[src/rtl/tree_loader_if.sv]
// Bus between the byte-stream node programmer, the board UART and the decision-tree node table.
// Latency: none, this is a signal bundle only.
// Backpressure: tx byte is valid/ready; rx is a bare strobe; tree_busy defers the table write.
interface tree_loader_if;
    logic [7:0] rx_data;
    logic       rx_valid;
    logic       tree_busy;
    logic       tx_ready;
    logic [7:0] tx_data;
    logic       tx_valid;
    logic       sw_we;
    logic [5:0] sw_addr;
    logic       sw_data_is_leaf;
    logic       sw_data_less_than;
    logic [7:0] sw_data_threshold;
    logic [5:0] sw_data_left_idx;
    logic [5:0] sw_data_right_idx;
    logic [1:0] sw_data_action;
    logic [6:0] nodes_written;
    logic [2:0] err_flags;

    // Loader side: consumes UART bytes and tree status, drives response and node write.
    modport master (
        input  rx_data,
        input  rx_valid,
        input  tree_busy,
        input  tx_ready,
        output tx_data,
        output tx_valid,
        output sw_we,
        output sw_addr,
        output sw_data_is_leaf,
        output sw_data_less_than,
        output sw_data_threshold,
        output sw_data_left_idx,
        output sw_data_right_idx,
        output sw_data_action,
        output nodes_written,
        output err_flags
    );

    // Environment side: UART rx/tx and the decision tree.
    modport slave (
        output rx_data,
        output rx_valid,
        output tree_busy,
        output tx_ready,
        input  tx_data,
        input  tx_valid,
        input  sw_we,
        input  sw_addr,
        input  sw_data_is_leaf,
        input  sw_data_less_than,
        input  sw_data_threshold,
        input  sw_data_left_idx,
        input  sw_data_right_idx,
        input  sw_data_action,
        input  nodes_written,
        input  err_flags
    );
endinterface

[src/rtl/tree_loader.sv]
// Assembles 7-byte checksummed node frames from a UART byte stream and writes one node per good frame.
// Latency: sw_we on the cycle after CHK (or first cycle with tree_busy low); ACK the cycle after, NAK the cycle after CHK.
// Backpressure: response held until tx_ready; write deferred by tree_busy; bytes during WRITE/RESP are dropped and flagged.
module tree_loader #(
    parameter int MAX_NODES      = 64,
    parameter int TIMEOUT_CYCLES = 1_000_000
) (
    input  logic          clk,
    input  logic          rst,
    tree_loader_if.master bus
);
    localparam logic [3:0] S_IDLE   = 4'd0;
    localparam logic [3:0] S_ADDR   = 4'd1;
    localparam logic [3:0] S_FLAGS  = 4'd2;
    localparam logic [3:0] S_THRESH = 4'd3;
    localparam logic [3:0] S_LEFT   = 4'd4;
    localparam logic [3:0] S_RIGHT  = 4'd5;
    localparam logic [3:0] S_CHK    = 4'd6;
    localparam logic [3:0] S_WRITE  = 4'd7;
    localparam logic [3:0] S_RESP   = 4'd8;

    localparam logic [7:0] SYNC_BYTE = 8'hA5;
    localparam logic [7:0] ACK_BYTE  = 8'h06;
    localparam logic [7:0] NAK_BYTE  = 8'h15;

    // Gap counter only ever needs to hold TIMEOUT_CYCLES-1 idle cycles.
    localparam int             GAP_W    = (TIMEOUT_CYCLES > 2) ? $clog2(TIMEOUT_CYCLES) : 1;
    localparam logic [GAP_W-1:0] GAP_LAST = GAP_W'(TIMEOUT_CYCLES - 1);
    localparam logic [GAP_W-1:0] GAP_ONE  = GAP_W'(1);

    logic [3:0]       state;
    logic [GAP_W-1:0] gap;
    logic [7:0]       chk_acc;
    logic             field_bad;

    // Frame under reception; only promoted to the node outputs on a good verdict.
    logic [5:0] rx_addr;
    logic [1:0] rx_action;
    logic       rx_is_leaf;
    logic       rx_less_than;
    logic [7:0] rx_threshold;
    logic [5:0] rx_left;
    logic [5:0] rx_right;

    // Node fields presented to the tree's write port.
    logic [5:0] node_addr;
    logic [1:0] node_action;
    logic       node_is_leaf;
    logic       node_less_than;
    logic [7:0] node_threshold;
    logic [5:0] node_left;
    logic [5:0] node_right;

    logic [7:0] tx_byte;
    logic       tx_pending;
    logic [6:0] write_count;
    logic       overrun;
    logic       timed_out;
    logic       frame_bad;

    logic in_frame;
    logic byte_bad;
    logic timeout_hit;
    logic verdict;
    logic frame_good;
    logic write_go;
    logic tx_done;
    logic rx_dropped;

    assign in_frame    = (state >= S_ADDR) && (state <= S_CHK);
    assign timeout_hit = in_frame && !bus.rx_valid && (gap == GAP_LAST);
    assign verdict     = (state == S_CHK) && bus.rx_valid;
    assign frame_good  = !field_bad && (chk_acc == bus.rx_data);
    assign write_go    = (state == S_WRITE) && !bus.tree_busy;
    assign tx_done     = (state == S_RESP) && tx_pending && bus.tx_ready;
    assign rx_dropped  = ((state == S_WRITE) || (state == S_RESP)) && bus.rx_valid;

    // Reserved-bit and address-range check for the byte arriving in the current state.
    always_comb begin
        byte_bad = 1'b0;
        case (state)
            S_ADDR:  byte_bad = ({24'd0, bus.rx_data} >= 32'(MAX_NODES));
            S_FLAGS: byte_bad = |bus.rx_data[7:4];
            S_LEFT:  byte_bad = |bus.rx_data[7:6];
            S_RIGHT: byte_bad = |bus.rx_data[7:6];
            default: byte_bad = 1'b0;
        endcase
    end

    // Frame sequencing: byte-driven advance, timeout abort, write wait and response handshake.
    always_ff @(posedge clk) begin
        if (rst) begin
            state <= S_IDLE;
        end else begin
            case (state)
                S_IDLE: begin
                    if (bus.rx_valid && (bus.rx_data == SYNC_BYTE)) begin
                        state <= S_ADDR;
                    end
                end
                S_ADDR, S_FLAGS, S_THRESH, S_LEFT, S_RIGHT: begin
                    if (bus.rx_valid) begin
                        state <= state + 4'd1;
                    end else if (timeout_hit) begin
                        state <= S_IDLE;
                    end
                end
                S_CHK: begin
                    if (verdict) begin
                        state <= frame_good ? S_WRITE : S_RESP;
                    end else if (timeout_hit) begin
                        state <= S_IDLE;
                    end
                end
                S_WRITE: begin
                    if (write_go) begin
                        state <= S_RESP;
                    end
                end
                S_RESP: begin
                    if (tx_done) begin
                        state <= S_IDLE;
                    end
                end
                default: state <= S_IDLE;
            endcase
        end
    end

    // Inter-byte gap: cleared by every accepted byte, counts only while a frame is open.
    always_ff @(posedge clk) begin
        if (rst) begin
            gap <= '0;
        end else if (!in_frame || bus.rx_valid || timeout_hit) begin
            gap <= '0;
        end else begin
            gap <= gap + GAP_ONE;
        end
    end

    // Running checksum and bad-field flag, restarted by the sync byte.
    always_ff @(posedge clk) begin
        if (rst) begin
            chk_acc   <= 8'd0;
            field_bad <= 1'b0;
        end else if ((state == S_IDLE) && bus.rx_valid && (bus.rx_data == SYNC_BYTE)) begin
            chk_acc   <= 8'd0;
            field_bad <= 1'b0;
        end else if (in_frame && (state != S_CHK) && bus.rx_valid) begin
            chk_acc   <= chk_acc ^ bus.rx_data;
            field_bad <= field_bad | byte_bad;
        end
    end

    // Capture the payload bytes of the frame being received.
    always_ff @(posedge clk) begin
        if (rst) begin
            rx_addr      <= 6'd0;
            rx_is_leaf   <= 1'b0;
            rx_less_than <= 1'b0;
            rx_action    <= 2'd0;
            rx_threshold <= 8'd0;
            rx_left      <= 6'd0;
            rx_right     <= 6'd0;
        end else if (bus.rx_valid) begin
            case (state)
                S_ADDR: rx_addr <= bus.rx_data[5:0];
                S_FLAGS: begin
                    rx_is_leaf   <= bus.rx_data[0];
                    rx_less_than <= bus.rx_data[1];
                    rx_action    <= bus.rx_data[3:2];
                end
                S_THRESH: rx_threshold <= bus.rx_data;
                S_LEFT:   rx_left      <= bus.rx_data[5:0];
                S_RIGHT:  rx_right     <= bus.rx_data[5:0];
                default: ;
            endcase
        end
    end

    // Promote the captured node on a good verdict so bad frames never disturb the outputs;
    // the fields settle on the edge into WRITE and hold through the sw_we cycle.
    always_ff @(posedge clk) begin
        if (rst) begin
            node_addr      <= 6'd0;
            node_is_leaf   <= 1'b0;
            node_less_than <= 1'b0;
            node_action    <= 2'd0;
            node_threshold <= 8'd0;
            node_left      <= 6'd0;
            node_right     <= 6'd0;
        end else if (verdict && frame_good) begin
            node_addr      <= rx_addr;
            node_is_leaf   <= rx_is_leaf;
            node_less_than <= rx_less_than;
            node_action    <= rx_action;
            node_threshold <= rx_threshold;
            node_left      <= rx_left;
            node_right     <= rx_right;
        end
    end

    // Response byte: NAK straight from the verdict, ACK after the write; held until accepted.
    always_ff @(posedge clk) begin
        if (rst) begin
            tx_pending <= 1'b0;
            tx_byte    <= 8'd0;
        end else if (verdict && !frame_good) begin
            tx_pending <= 1'b1;
            tx_byte    <= NAK_BYTE;
        end else if (write_go) begin
            tx_pending <= 1'b1;
            tx_byte    <= ACK_BYTE;
        end else if (tx_done) begin
            tx_pending <= 1'b0;
        end
    end

    // Saturating write count and sticky error flags.
    always_ff @(posedge clk) begin
        if (rst) begin
            write_count <= 7'd0;
            overrun     <= 1'b0;
            timed_out   <= 1'b0;
            frame_bad   <= 1'b0;
        end else begin
            if (write_go && (write_count != 7'd127)) begin
                write_count <= write_count + 7'd1;
            end
            if (rx_dropped) begin
                overrun <= 1'b1;
            end
            if (timeout_hit) begin
                timed_out <= 1'b1;
            end
            if (verdict && !frame_good) begin
                frame_bad <= 1'b1;
            end
        end
    end

    assign bus.sw_we             = write_go;
    assign bus.sw_addr           = node_addr;
    assign bus.sw_data_is_leaf   = node_is_leaf;
    assign bus.sw_data_less_than = node_less_than;
    assign bus.sw_data_threshold = node_threshold;
    assign bus.sw_data_left_idx  = node_left;
    assign bus.sw_data_right_idx = node_right;
    assign bus.sw_data_action    = node_action;
    assign bus.tx_valid          = tx_pending;
    assign bus.tx_data           = tx_byte;
    assign bus.nodes_written     = write_count;
    assign bus.err_flags         = {overrun, timed_out, frame_bad};
endmodule

[src/flat_wrapper.sv]
// flat-port wrapper written by rule: the top's interface ports become plain ports
module tree_loader_flat 
#(
    parameter int MAX_NODES      = 64,
    parameter int TIMEOUT_CYCLES = 1_000_000
)
  (clk, rst, bus_rx_data, bus_rx_valid, bus_tree_busy, bus_tx_ready, bus_tx_data, bus_tx_valid, bus_sw_we, bus_sw_addr, bus_sw_data_is_leaf, bus_sw_data_less_than, bus_sw_data_threshold, bus_sw_data_left_idx, bus_sw_data_right_idx, bus_sw_data_action, bus_nodes_written, bus_err_flags);
  tree_loader_if bus_i ();
  input  logic clk;
  input  logic rst;
  input wire logic [$bits(bus_i.rx_data)-1:0] bus_rx_data;
  input wire logic [$bits(bus_i.rx_valid)-1:0] bus_rx_valid;
  input wire logic [$bits(bus_i.tree_busy)-1:0] bus_tree_busy;
  input wire logic [$bits(bus_i.tx_ready)-1:0] bus_tx_ready;
  output wire logic [$bits(bus_i.tx_data)-1:0] bus_tx_data;
  output wire logic [$bits(bus_i.tx_valid)-1:0] bus_tx_valid;
  output wire logic [$bits(bus_i.sw_we)-1:0] bus_sw_we;
  output wire logic [$bits(bus_i.sw_addr)-1:0] bus_sw_addr;
  output wire logic [$bits(bus_i.sw_data_is_leaf)-1:0] bus_sw_data_is_leaf;
  output wire logic [$bits(bus_i.sw_data_less_than)-1:0] bus_sw_data_less_than;
  output wire logic [$bits(bus_i.sw_data_threshold)-1:0] bus_sw_data_threshold;
  output wire logic [$bits(bus_i.sw_data_left_idx)-1:0] bus_sw_data_left_idx;
  output wire logic [$bits(bus_i.sw_data_right_idx)-1:0] bus_sw_data_right_idx;
  output wire logic [$bits(bus_i.sw_data_action)-1:0] bus_sw_data_action;
  output wire logic [$bits(bus_i.nodes_written)-1:0] bus_nodes_written;
  output wire logic [$bits(bus_i.err_flags)-1:0] bus_err_flags;
  assign bus_i.rx_data = bus_rx_data;
  assign bus_i.rx_valid = bus_rx_valid;
  assign bus_i.tree_busy = bus_tree_busy;
  assign bus_i.tx_ready = bus_tx_ready;
  assign bus_tx_data = bus_i.tx_data;
  assign bus_tx_valid = bus_i.tx_valid;
  assign bus_sw_we = bus_i.sw_we;
  assign bus_sw_addr = bus_i.sw_addr;
  assign bus_sw_data_is_leaf = bus_i.sw_data_is_leaf;
  assign bus_sw_data_less_than = bus_i.sw_data_less_than;
  assign bus_sw_data_threshold = bus_i.sw_data_threshold;
  assign bus_sw_data_left_idx = bus_i.sw_data_left_idx;
  assign bus_sw_data_right_idx = bus_i.sw_data_right_idx;
  assign bus_sw_data_action = bus_i.sw_data_action;
  assign bus_nodes_written = bus_i.nodes_written;
  assign bus_err_flags = bus_i.err_flags;
  tree_loader #(.MAX_NODES(MAX_NODES), .TIMEOUT_CYCLES(TIMEOUT_CYCLES)) u_core (.clk(clk), .rst(rst), .bus(bus_i));
endmodule
[config.mk]
export PLATFORM = sky130hd
export DESIGN_NAME = tree_loader_flat
export DESIGN_NICKNAME = d
export VERILOG_FILES = /design/src/rtl/tree_loader_if.sv /design/src/rtl/tree_loader.sv /design/src/flat_wrapper.sv
export SDC_FILE = /design/constraint.sdc
export NUM_CORES = 1
export LEC_CHECK = 0
export ABC_AREA = 1
export CAP_MARGIN = 10
export CORE_MARGIN = 4
export CORE_UTILIZATION = 30
export CTS_CLUSTER_DIAMETER = 150
export CTS_CLUSTER_SIZE = 12
export DETAILED_ROUTE_END_ITERATION = 12
export PLACE_DENSITY = 0.57
export SLEW_MARGIN = 20
export SYNTH_ARGS = -nofsm -noshare
export SYNTH_HDL_FRONTEND = slang
export SYNTH_SLANG_ARGS = --single-unit
[constraint.sdc]
create_clock -name clk -period 1.7 [get_ports clk]
set_clock_uncertainty 0.05 [all_clocks]
set_input_delay 0.34 -clock clk [delete_from_list [all_inputs] [get_ports clk]]
set_output_delay 0.34 -clock clk [all_outputs]
set_load 0.005 [all_outputs]
Word-level counts from Yosys, hierarchy flattened
Cells that the tools add are included.
{ "classes": {"add_sub_neg": 3, "order_cmp": 3, "eq_ne": 16, "n_mux": 14, "bitwise_logic": 2, "n_reduce_logical": 41} }
{ "ops": {"columns": ["op", "count"], "rows": [
  ["2-to-1 mux 4 bit", 7],
  ["adder 20 x 1 -> 20 bit, second input constant", 1],
  ["equality test 20 bit, second input constant", 1],
  ["case mux 4 bit (5 select lines)", 1],
  ["logical AND 1 bit", 17],
  ["equality test 4 x 3 -> 1 bit, second input constant", 4],
  ["2-to-1 mux 5 bit", 2],
  ["AND reduction 2 bit", 5],
  ["OR reduction 2 bit", 5],
  ["equality test 4 x 2 -> 1 bit, second input constant", 2],
  ["equality test 8 bit", 1],
  ["equality test 8 bit, second input constant", 1],
  [">= comparator 8 x 7 -> 1 bit, second input constant", 1],
  ["XOR 8 bit", 1],
  ["adder 7 x 1 -> 7 bit, second input constant", 1],
  ["!= test 7 bit, second input constant", 1],
  ["!= test 2 x 1 -> 1 bit, second input constant", 3],
  ["logical NOT 1 bit", 5],
  ["OR reduction 5 bit", 1],
  ["adder 4 x 1 -> 4 bit, second input constant", 1],
  ["equality test 4 x 1 -> 1 bit, second input constant", 1],
  ["equality test 4 bit, second input constant", 1],
  [">= comparator 4 x 1 -> 1 bit, second input constant", 1],
  ["less-or-equal comparator 4 x 3 -> 1 bit, second input constant", 1],
  ["other kinds (10)", 14]
]} }
{ "word_totals": {"reg_bits": 108, "inputBits": 13, "output_inout_bits": 50, "wordCells": 104} }

Longest topological paths before layout
Gate-level depths: netlist of run 1.
{ "depth": {"depth_word": 7, "mapped_depth": 13, "mapped_depth_nobuf": 13} }

Worst setup path after synthesis of run 1
Ideal clock, no wire load.
{ "synth_path": {"path_type": "register to register", "from": "reg u_core.state[0]", "to": "reg u_core.node_addr[0] (netlist: u_core.bus.sw_addr[0])", "setup_time_ns": 0.116, "t_arrival_ns": 1.509, "required_ns": 1.534, "path_slack_ns": 0.025, "path_stages_with_launch": 12, "path_buffers": 2, "period_less_slack_ns": 1.675, "cell_sequence": "dfxtp_1 inv_1 ha_1 inv_1 nor2_4 inv_2 nor2_4 nand4_2 buf_6 buf_6 o21ai_0 nor2_1"} }
{ "synth_between": {"elab_chain_len": 3} }
{ "synth_lines": {"columns": ["element", "line_no", "rtl"], "rows": [
  ["from (decl)", "tree_loader.sv:31", "logic [3:0] state;"],
  ["from (signal assigned)", "tree_loader.sv:103", "state <= state + 4'd1;"],
  ["from (signal assigned)", "tree_loader.sv:110", "state <= frame_good ? S_WRITE : S_RESP;"],
  ["equality test 4 x 3 -> 1 bit", "tree_loader.sv:72", "assign verdict = (state == S_CHK) && bus.rx_valid;"],
  ["logical AND 1 bit", "tree_loader.sv:72", null],
  ["logical AND 1 bit", "tree_loader.sv:192", "end else if (verdict && frame_good) begin"],
  ["to (signal assigned)", "tree_loader.sv:193", "node_addr <= rx_addr;"],
  ["to (decl)", "tree_loader.sv:46", "logic [5:0] node_addr;"]
]} }
No other way between the ends.
A chain may end at the register's enable or synchronous reset.

Final worst setup path of run 1
{ "layout_path": {"from": "reg u_core.state[0]", "to": "out bus_sw_we"} }
{ "layout_between": {"elab_chain_len": 2} }
{ "layout_lines": {"columns": ["element", "line_no", "rtl"], "rows": [
  ["equality test 4 x 3 -> 1 bit", "tree_loader.sv:74", "assign write_go = (state == S_WRITE) && !bus.tree_busy;"],
  ["logical AND 1 bit", "tree_loader.sv:74", null],
  ["to (decl)", "flat_wrapper.sv:17", "output wire logic [$bits(bus_i.sw_we)-1:0] bus_sw_we;"]
]} }
No other way between the ends.

==> results, run 1 <==
- The flow ran to the end, but the final reports show violations.
- The final reports fail on negative setup slack.
- Setup repair after global routing could not meet its margin everywhere.
- The post-synthesis compound-gate area fraction is 16.64%.
- The sum of internal, switching and leakage power is 5.295 mW.
- Of the total synthesized cell area, the portion taken by AND, OR, NAND and NOR gates is between 20% and 30%.
- The die is 132.3 um wide.
- The count of final max-slew check failures is 0.
- The tree is rooted in a sky130_fd_sc_hd__clkbuf_16.
- Timing would allow up to ~0.57 GHz.
- The synthesized-area fraction occupied by adder cells is 1.888%.
- The path type of the worst min-delay path is input pin to register.
- The HPWL after detailed placement is 8936 um.
- The initialized floorplan defines 45 standard-cell rows.
- The minimum clock period after layout is 1.752 ns.
- Global routing used 13.80% of the available tracks.
- After filler insertion, the fill cell instance count of the layout stands at about 1,500.
- Routability-driven placement finished with a final weighted congestion of 0.8362.
- Setup violations remaining at the end of the flow were counted as 9.
- The full die area is 0.01751 mm2.
- After detailed routing, the number of vias per cell comes to 4.699.
- The final wirelength is 12,430 um.
- Once the floorplan was initialized, standard cells occupied a little under a third of the core.
- The portion of netlist area occupied by mux cells is 0%.
- The worst register-to-register path has a depth of 11.
- For this run, the share of the core covered by cells in the final layout is 45.26%.
- The total overflow left after global routing is 0.
- Data on the critical path is required at its endpoint by between 1 and 1.5 ns.
- For the worst-skew pair, the clock arrives at the later sink with an insertion delay of ~0.35 ns.
- For this design the ratio of total power to cell area is 769.5 mW/mm2.
- The number of antenna violations at the first check in global routing came to 0.
- The max-cap violation count is 0.
- The number of global-route vias before repair came to 4,229.
- By area the synthesized netlist is led by sky130_fd_sc_hd__dfxtp_1 46%, sky130_fd_sc_hd__nand2_1 7.6%, sky130_fd_sc_hd__a21oi_1 7.6%, sky130_fd_sc_hd__nor2_1 6.9%, sky130_fd_sc_hd__o21ai_0 6.4%.
- The number of H-tree branching levels is 3.
- The commonest cells after synthesis are 107 x sky130_fd_sc_hd__dfxtp_1, 94 x sky130_fd_sc_hd__nand2_1, 85 x sky130_fd_sc_hd__nor2_1.
- The final layout contains 788 nets.
- Compared with the post-synthesis result, the final layout area differs by 48.34%.
- The number of DRC markers after the initial detailed-route iteration is 295.
- The register clock-pin slew on the reported worst setup and hold paths is 0.07 ns.
- The detail route stage leaves a number of antenna-violating nets equal to 0.
- The number of clock buffers added by TritonCTS is 9.
- The endpoint class of the critical path is a primary output.
- The total count of hold-check failures in the final report is 0.
- Entering global routing, the biggest net connects 38 pins.
- The total area inside the core boundary comes to 0.01520 mm2.
- The flip-flop and latch count after synthesis is 107.
- The first global-routing pass estimated 20,020 um of wire.
- The first element of the critical path is u_core.state[0]$_SDFFE_PP0P_.
- VDD sags by at most 0.4988 mV.
- For this run, the detailed router's first-pass iteration total came to 6.
- The routed length per placed instance is 12.93 um.
- The clock tree from TritonCTS is yes.
- After detailed routing, the number of remaining DRC violations is 0.
- Detailed routing inserted a total of 4,516 vias.
- In this run the worst path has a maximum fanout of 4.
- The cell accounting for the most synthesized area is sky130_fd_sc_hd__dfxtp_1.
- The share of cells above drive strength 1 is 29.62%.
- In this run the critical register-to-register path is launched from u_core.state[0]$_SDFFE_PP0P_.
- For this design the top-level I/O count stands at 63.
- In the synthesized netlist the dominant register cell turns out to be sky130_fd_sc_hd__dfxtp_1.
- Dividing the synthesized area by the synthesized cell count gives 7.493 um2.
- The hold buffer count at cts is 0.
- The clock drives 107 sinks.
- Counting along the longest clock path gives a buffer depth of 2.
- The total leakage power is 2.728 nW.
- STA classifies the critical path startpoint as a register.
- After synthesis, the largest area contributor takes up a little under half of total cell area.
- The worst flop-to-flop path endpoint is u_core.state[0]$_SDFFE_PP0P_.
- After synthesis the cells add up to 0.004638 mm2.
- The final antenna diode count is 0.
- For this run, asynchronously set or reset flops after synthesis account for 0%.
- The die span in y is between 100 and 150 um.
- The worst setup path is of the register to primary output kind.
- Counting flops with a built-in enable in the synthesized netlist gives 0.
- Following the worst setup path forward leads to its endpoint at bus_sw_we.
- After synthesis, the largest family of logic cells by area is simple AND/OR/NAND/NOR gates.
- Yosys printed 0 warnings.
- The number of port buffers is 58.
- The final critical path takes up 103.0% of the cycle.
- The sequential element share of the synthesized area is 46.18%.
- The final worst-path setup slack is -0.05183 ns.
- Across all register-to-register paths, the minimum setup slack is -0.03 ns.
- The synthesized netlist devotes 1.133% of its cell area to XOR and XNOR gates.
- The arrival time of data at the critical path endpoint is 1.36 ns.
- The cell count after synthesis is 619.
- The final-layout worst hold slack is 0.3373 ns.
- After synthesis, the netlist uses 38 different library cells.
- sky130_fd_sc_hd__dfxtp_1 is the most common cell in the netlist.
[registers in the layout (all words and copies together) (netlist names), 6 cells and up]
| signal | flops |
|---|---|
| u_core.gap | 20 |
| u_core.chk_acc | 8 |
| u_core.bus.sw_data_left_idx | 6 |
| u_core.rx_left | 6 |
| u_core.rx_addr | 6 |
| u_core.bus.nodes_written | 7 |
| u_core.bus.sw_data_right_idx | 6 |
| u_core.bus.sw_addr | 6 |
| u_core.rx_right | 6 |
| u_core.rx_threshold | 8 |
| u_core.bus.sw_data_threshold | 8 |
[where the power goes]
group / leakage, nW / total [mW] / internal (mW) / switching [mW]
Sequential: 0.866 / 2.59 / 2.55 / 0.0407
Combinational: 1.73 / 0.696 / 0.322 / 0.373
Clock: 0.128 / 2.01 / 1.04 / 0.962
[cell usage in the layout, fill, tap and decap left out, types with 7 or more instances in the layout]
cell	instances
sky130_fd_sc_hd__a21oi_2	8
sky130_fd_sc_hd__nand2_1	87
sky130_fd_sc_hd__dlygate4sd2_1	7
sky130_fd_sc_hd__a21oi_1	62
sky130_fd_sc_hd__buf_4	92
sky130_fd_sc_hd__clkdlybuf4s50_1	47
sky130_fd_sc_hd__dfxtp_1	101
sky130_fd_sc_hd__nand4_1	9
sky130_fd_sc_hd__buf_12	7
sky130_fd_sc_hd__o21ai_1	8
sky130_fd_sc_hd__nor2_2	9
sky130_fd_sc_hd__nand3_1	23
sky130_fd_sc_hd__o21ai_0	45
sky130_fd_sc_hd__nor2_4	12
sky130_fd_sc_hd__nor2_1	74
sky130_fd_sc_hd__o21ai_2	14
sky130_fd_sc_hd__inv_2	13
sky130_fd_sc_hd__buf_6	7
sky130_fd_sc_hd__nand2_4	7
sky130_fd_sc_hd__clkbuf_16	10
sky130_fd_sc_hd__inv_1	52
[critical path, stage by stage (launching register included)]
cell                      delay, ns
sky130_fd_sc_hd__dfxtp_4       0.38
sky130_fd_sc_hd__ha_2          0.18
sky130_fd_sc_hd__inv_1         0.06
sky130_fd_sc_hd__nor2_2        0.12
sky130_fd_sc_hd__inv_2         0.07
sky130_fd_sc_hd__nor2_4        0.09
sky130_fd_sc_hd__buf_2         0.12
[per-stage QoR]
step	worst slack [ns]	instances	area, um2	TNS [ns]
detailed placement	-0.5409	926	6015	-25.85
floorplan	0.02479	622	4649	0
CTS	-0.06376	954	6535	-0.5551
finish	-0.05183	961	6880	-0.2084
global route	-0.1359	961	6880	-4.257
global placement	-0.4676	926	6015	-21.69
[how the worst min path moves through the flow]
| stage | startpoint | end | cells after the start |
|---|---|---|---|
| 5_1_grt | bus_rx_data[6] | u_core.chk_acc[6]$_SDFFE_PP0P_ | 4 |
| 4_1_cts | u_core.rx_threshold[7]$_SDFFE_PP0P_ | u_core.bus.sw_data_threshold[7]$_SDFFE_PP0P_ | 2 |
| 3_5_place_dp | u_core.rx_threshold[0]$_SDFFE_PP0P_ | u_core.bus.sw_data_threshold[0]$_SDFFE_PP0P_ | 2 |
| 2_1_floorplan | u_core.gap[0]$_SDFF_PP0_ | u_core.gap[0]$_SDFF_PP0_ | 1 |
| 6_report | bus_rx_data[6] | u_core.chk_acc[6]$_SDFFE_PP0P_ | 4 |
| 3_3_place_gp | u_core.rx_threshold[0]$_SDFFE_PP0P_ | u_core.bus.sw_data_threshold[0]$_SDFFE_PP0P_ | 2 |
[layout make-up]
cell class              count  area (um2)  area share [%]
flip-flops and latches    107        2157           31.35
multi-input cells         416        2424           35.22
clock buffers              10       239.0           3.473
inverters                  69       269.0           3.910
well taps                 188       235.2           3.419
repair buffers            165        1509           21.93
clock inverters             6       47.55          0.6910
[what timing repair did]
item	CTS	global route
gates cloned	2	1
gates resized for setup	58	84
setup endpoints to repair	73	72
pin swaps	13	26
buffers inserted	10	7
[metal layers]
layer | vias to the layer above | wire length [um] | GRT usage, %
met5 | - | 0 | 0
met4 | 0 | 282 | 5.254
met3 | 21 | 383 | 2.366
met2 | 74 | 5980 | 22.52
met1 | 2107 | 5782 | 18.29
li1 | 2314 | - | -
[kinds of logic after synthesis]
kind of cell               count (synthesis)
AOI/OAI and AO/OA                        148
xor gates and xnor gates                   6
adders and majority gates                  7
buffers and inverters                    100
DFF                                      107
other                                      1
and+or+nand+nor                          250
Note: power is estimated with default switching activity, not from simulation.
==> inputs of run 2 (changes only) <==
CORE_ASPECT_RATIO = 0.6   (was not set)
SLEW_MARGIN = not set   (was 20)
==> run 2 against run 1 <==
The run still ends with negative setup slack left; clock-buffer cell count shrank 1; critical path depth increased by 6; wire length grew 11%; combinational power up 5.3%; register-to-register slack about the same; via count up 1.1%; final cell count grew 2.3%.
==> results, run 2 (synthesized netlist as in run 1, its figures left out) <==
- Result of the run: finished, violations left (unchanged).
- Violated checks: negative setup slack (unchanged).
- The number of global-route vias before repair came to 4,302 (was 4,229).
- The count of final max-slew check failures is 0 (unchanged).
- The routed length per placed instance was 13.98 um (was 12.93 um).
- The full die area came to 0.01758 mm2 (was 0.01751 mm2).
- The effective utilization at floorplan is 31.33% (was 30.51%).
- The number of port buffers is 58 (unchanged).
- The row count is 34 (was 45).
- The routability-driven placement congestion ratio came to 0.8684 (was 0.8362).
- The kind of launch point of the worst setup path is a register (unchanged).
- The number of DRC markers after the initial detailed-route iteration is 266 (was 295).
- The detailed-routing iteration count for the pre-antenna-repair pass came to 6 (unchanged).
- The die span in y is 104.3 um (was 132.3 um).
- The area of the multi-input gates is 0.002562 mm2 (was 0.002424 mm2).
- The logic depth of the worst register-to-register path was 12 (was 11).
- Sequence of cells on the critical path: buf_6 -> ha_4 -> inv_4 -> nor2_4 -> inv_2 -> nor2_4 -> nand4_4 -> clkinv_4 -> buf_12 -> buf_16 -> nor2_4 -> nor2_1 (was ha_2 -> inv_1 -> nor2_2 -> inv_2 -> nor2_4 -> buf_2).
- RSZ-0062 raised after global routing: yes (unchanged).
- The number of H-tree branching levels is 3 (unchanged).
- The share of cells above drive strength 1 is 34.14% (was 29.62%).
- The total leakage power is 2.897 nW (was 2.728 nW).
- The net count reported at finish is 800 (was 788).
- The total cell area at the placement stage is 0.005987 mm2 (was 0.006015 mm2).
- The path type of the worst min-delay path is input pin to register (unchanged).
- The via-per-instance ratio is 4.644 (was 4.699).
- The critical path's top delay family was buffers and inverters (was flip-flops).
- The clock tree root driver cell is sky130_fd_sc_hd__clkbuf_16 (unchanged).
- The layout filler cell count is 1,362 (was 1,465).
- The boundary pin count is 63 (unchanged).
- The number of antenna violations at the first check in global routing is 0 (unchanged).
- The clock tree from TritonCTS is yes (unchanged).
- The insertion delay to the later sink of the worst-skew pair is 0.35 ns (about the same).
- The launch instance of the worst register-to-register path is u_core.state[1]$_SDFFE_PP0P_ (was u_core.state[0]$_SDFFE_PP0P_).
- The endpoint class of the critical path is a register (was primary output).
- The area of the core region is 0.01480 mm2 (was 0.01520 mm2).
- The minimum setup slack among reg-to-reg paths is -0.03 ns (about the same).
- The power density over the cells is 746.5 mW/mm2 (was 769.5 mW/mm2).
- The number of buffers and inverters on the critical path was 6 (was 3).
- The minimum clock period after layout was 1.733 ns (was 1.752 ns).
- The HPWL after detailed placement came to 9645 um (was 8936 um).
- The total non-filler cell area in the finished layout is 0.007216 mm2 (was 0.006880 mm2).
- The delay contributed by the slowest stage of the critical path was 0.40 ns (was 0.38 ns).
- The pre-CTS setup slack is -0.4924 ns (was -0.5409 ns).
- The final wirelength is 13,740 um (was 12,430 um).
- The horizontal die dimension is 168.5 um (was 132.3 um).
- The met3 layer usage reported by global route is 3.912% (was 2.366%).
- The setup-violating endpoint count in the final report is 16 (was 9).
- The clock buffer count from CTS is 9 (unchanged).
- The critical path required time came to 1.94 ns (was 1.31 ns).
- The number of antenna-violating nets in the routed design is 0 (unchanged).
- The most congested layer reported by global routing is met1 (was met2).
- The number of sinks on the clock net is 107 (unchanged).
- The worst min-delay path endpoint is u_core.rx_left[5]$_SDFFE_PP0P_ (was u_core.chk_acc[6]$_SDFFE_PP0P_).
- The largest net degree at the start of global routing is 40 (was 38).
- The startpoint-to-endpoint class of the critical path is register to register (was register to primary output).
- The start point of the worst hold path is bus_rx_data[5] (was bus_rx_data[6]).
- The maximum VDD drop is 0.4306 mV (was 0.4988 mV).
- The final worst-path setup slack came to -0.03314 ns (was -0.05183 ns).
- The hold buffer count at cts is 0 (unchanged).
- The commonest non-fill, non-tap cell in the layout is sky130_fd_sc_hd__buf_4 (was sky130_fd_sc_hd__dfxtp_1).
- The final antenna diode count is 0 (unchanged).
- The maximum clock insertion buffer count is 2 (unchanged).
- The layout-stage area growth over the synthesis result is 55.57% (was 48.34%).
- The vias after detailed routing is 4,565 (was 4,516).
- The register clock-pin slew on the reported worst setup and hold paths is 0.08 ns (was 0.07 ns).
- The biggest fanout along the worst timing path is 7 (was 4).
- The global-route track usage on met1 is 22.52% (was 18.29%).
- The maximum clock rate was 0.5770 GHz (was 0.5708 GHz).
- The overall overflow remaining after global route was 0 (unchanged).
- The slowest stage cell on the critical path was sky130_fd_sc_hd__dfxtp_4 (unchanged).
- The detailed-route DRC error count is 0 (unchanged).
- The register with the most flip-flops is u_core.gap (unchanged).
- The arrival time of data at the critical path endpoint is 1.97 ns (was 1.36 ns).
- The final clock period utilization by the worst path is 101.9% (was 103.0%).
- The number of flip-flops under the largest register name came to 20 (unchanged).
- The hold path depth was 3 (was 4).
- The total count of hold-check failures in the final report is 0 (unchanged).
- The first-pass GRT wire length is 21,650 um (was 20,020 um).
- The met2 usage in global routing is 21.74% (was 22.52%).
- The total global-route track usage came to 15.20% (was 13.80%).
- The max-cap violation count is 0 (unchanged).
- The final-layout worst hold slack is 0.3496 ns (was 0.3373 ns).
- The first element of the critical path is u_core.state[1]$_SDFFE_PP0P_ (was u_core.state[0]$_SDFFE_PP0P_).
- The register area is 0.002165 mm2 (was 0.002157 mm2).
- Counting stages on the worst path, the most repeated cell is sky130_fd_sc_hd__nor2_4.
- Most used cells in the layout excluding fill and tap cells: 97 x sky130_fd_sc_hd__buf_4, 93 x sky130_fd_sc_hd__dfxtp_1, 83 x sky130_fd_sc_hd__nand2_1 (was 101 x sky130_fd_sc_hd__dfxtp_1, 92 x sky130_fd_sc_hd__buf_4, 87 x sky130_fd_sc_hd__nand2_1).
- The worst flop-to-flop path endpoint is u_core.bus.sw_data_threshold[6]$_SDFFE_PP0P_ (was u_core.state[0]$_SDFFE_PP0P_).
==> run 2: metrics by stage <==
step	util, %	setup TNS (ns)	total power [mW]	cells
5_1_grt	48.74	-3.099	5.621	983
2_1_floorplan	-	0	2.944	622
3_3_place_gp	40.44	-21.95	3.216	934
6_report	48.74	-0.2480	5.387	983
4_1_cts	44.88	-0.06419	5.328	966
3_5_place_dp	40.44	-25.04	3.224	934
==> run 2: worst max path at each step <==
stage | to | slack, ns | cells past startpoint
after floorplan | u_core.bus.sw_addr[0]$_SDFFE_PP0P_ | 0.02 | 11
after global placement | u_core.state[0]$_SDFFE_PP0P_ | -0.43 | 13
after detailed placement | u_core.state[0]$_SDFFE_PP0P_ | -0.49 | 14
after CTS | bus_sw_we | -0.05 | 6
after global routing | u_core.state[0]$_SDFFE_PP0P_ | -0.11 | 11
final | u_core.bus.sw_data_threshold[6]$_SDFFE_PP0P_ | -0.03 | 12
==> run 2: power breakdown <==
part	leakage [nW]	switching, mW	internal, mW
registers	0.870	0.0396	2.55
logic	1.89	0.396	0.337
clock network	0.138	1.03	1.03
==> run 2: worst reg2reg max path, cell delays in order (launching register included) <==
cell and delay (ns):
sky130_fd_sc_hd__dfxtp_4 0.40, sky130_fd_sc_hd__buf_6 0.12, sky130_fd_sc_hd__ha_4 0.13, sky130_fd_sc_hd__inv_4 0.05
sky130_fd_sc_hd__nor2_4 0.09, sky130_fd_sc_hd__inv_2 0.07, sky130_fd_sc_hd__nor2_4 0.12, sky130_fd_sc_hd__nand4_4 0.14
sky130_fd_sc_hd__clkinv_4 0.13, sky130_fd_sc_hd__buf_12 0.13, sky130_fd_sc_hd__buf_16 0.15, sky130_fd_sc_hd__nor2_4 0.04
sky130_fd_sc_hd__nor2_1 0.08
==> run 2: cell type report <==
class / instances / share of cell area (%)
Sequential cell: 107 / 30.00
Timing Repair Buffer: 178 / 23.11
Clock inverter: 7 / 1.023
Clock buffer: 9 / 3.121
Multi-Input combinational cell: 415 / 35.51
Tap cell: 198 / 3.433
Inverter: 69 / 3.797
==> run 2: per-layer routing <==
layer,share of wire (%),up-vias,wire (um)
met1,51,2118,6986
met4,1.1,0,152
met2,42,97,5823
li1,-,2336,-
met3,5.7,14,778
met5,0,-,0
==> run 2: repair_timing <==
| action | in CTS | in global routing |
|---|---|---|
| gates resized for setup | 62 | 139 |
| pin swaps | 17 | 40 |
| gates cloned | 3 | 0 |
| endpoints found under the setup margin | 68 | 77 |
| setup buffers | 15 | 18 |
==> inputs of run 3 (changes only) <==
SLEW_MARGIN = 20   (was not set)
==> results of run 3 <==
The final DEF is identical to that of run 2; final timing and power are the same.
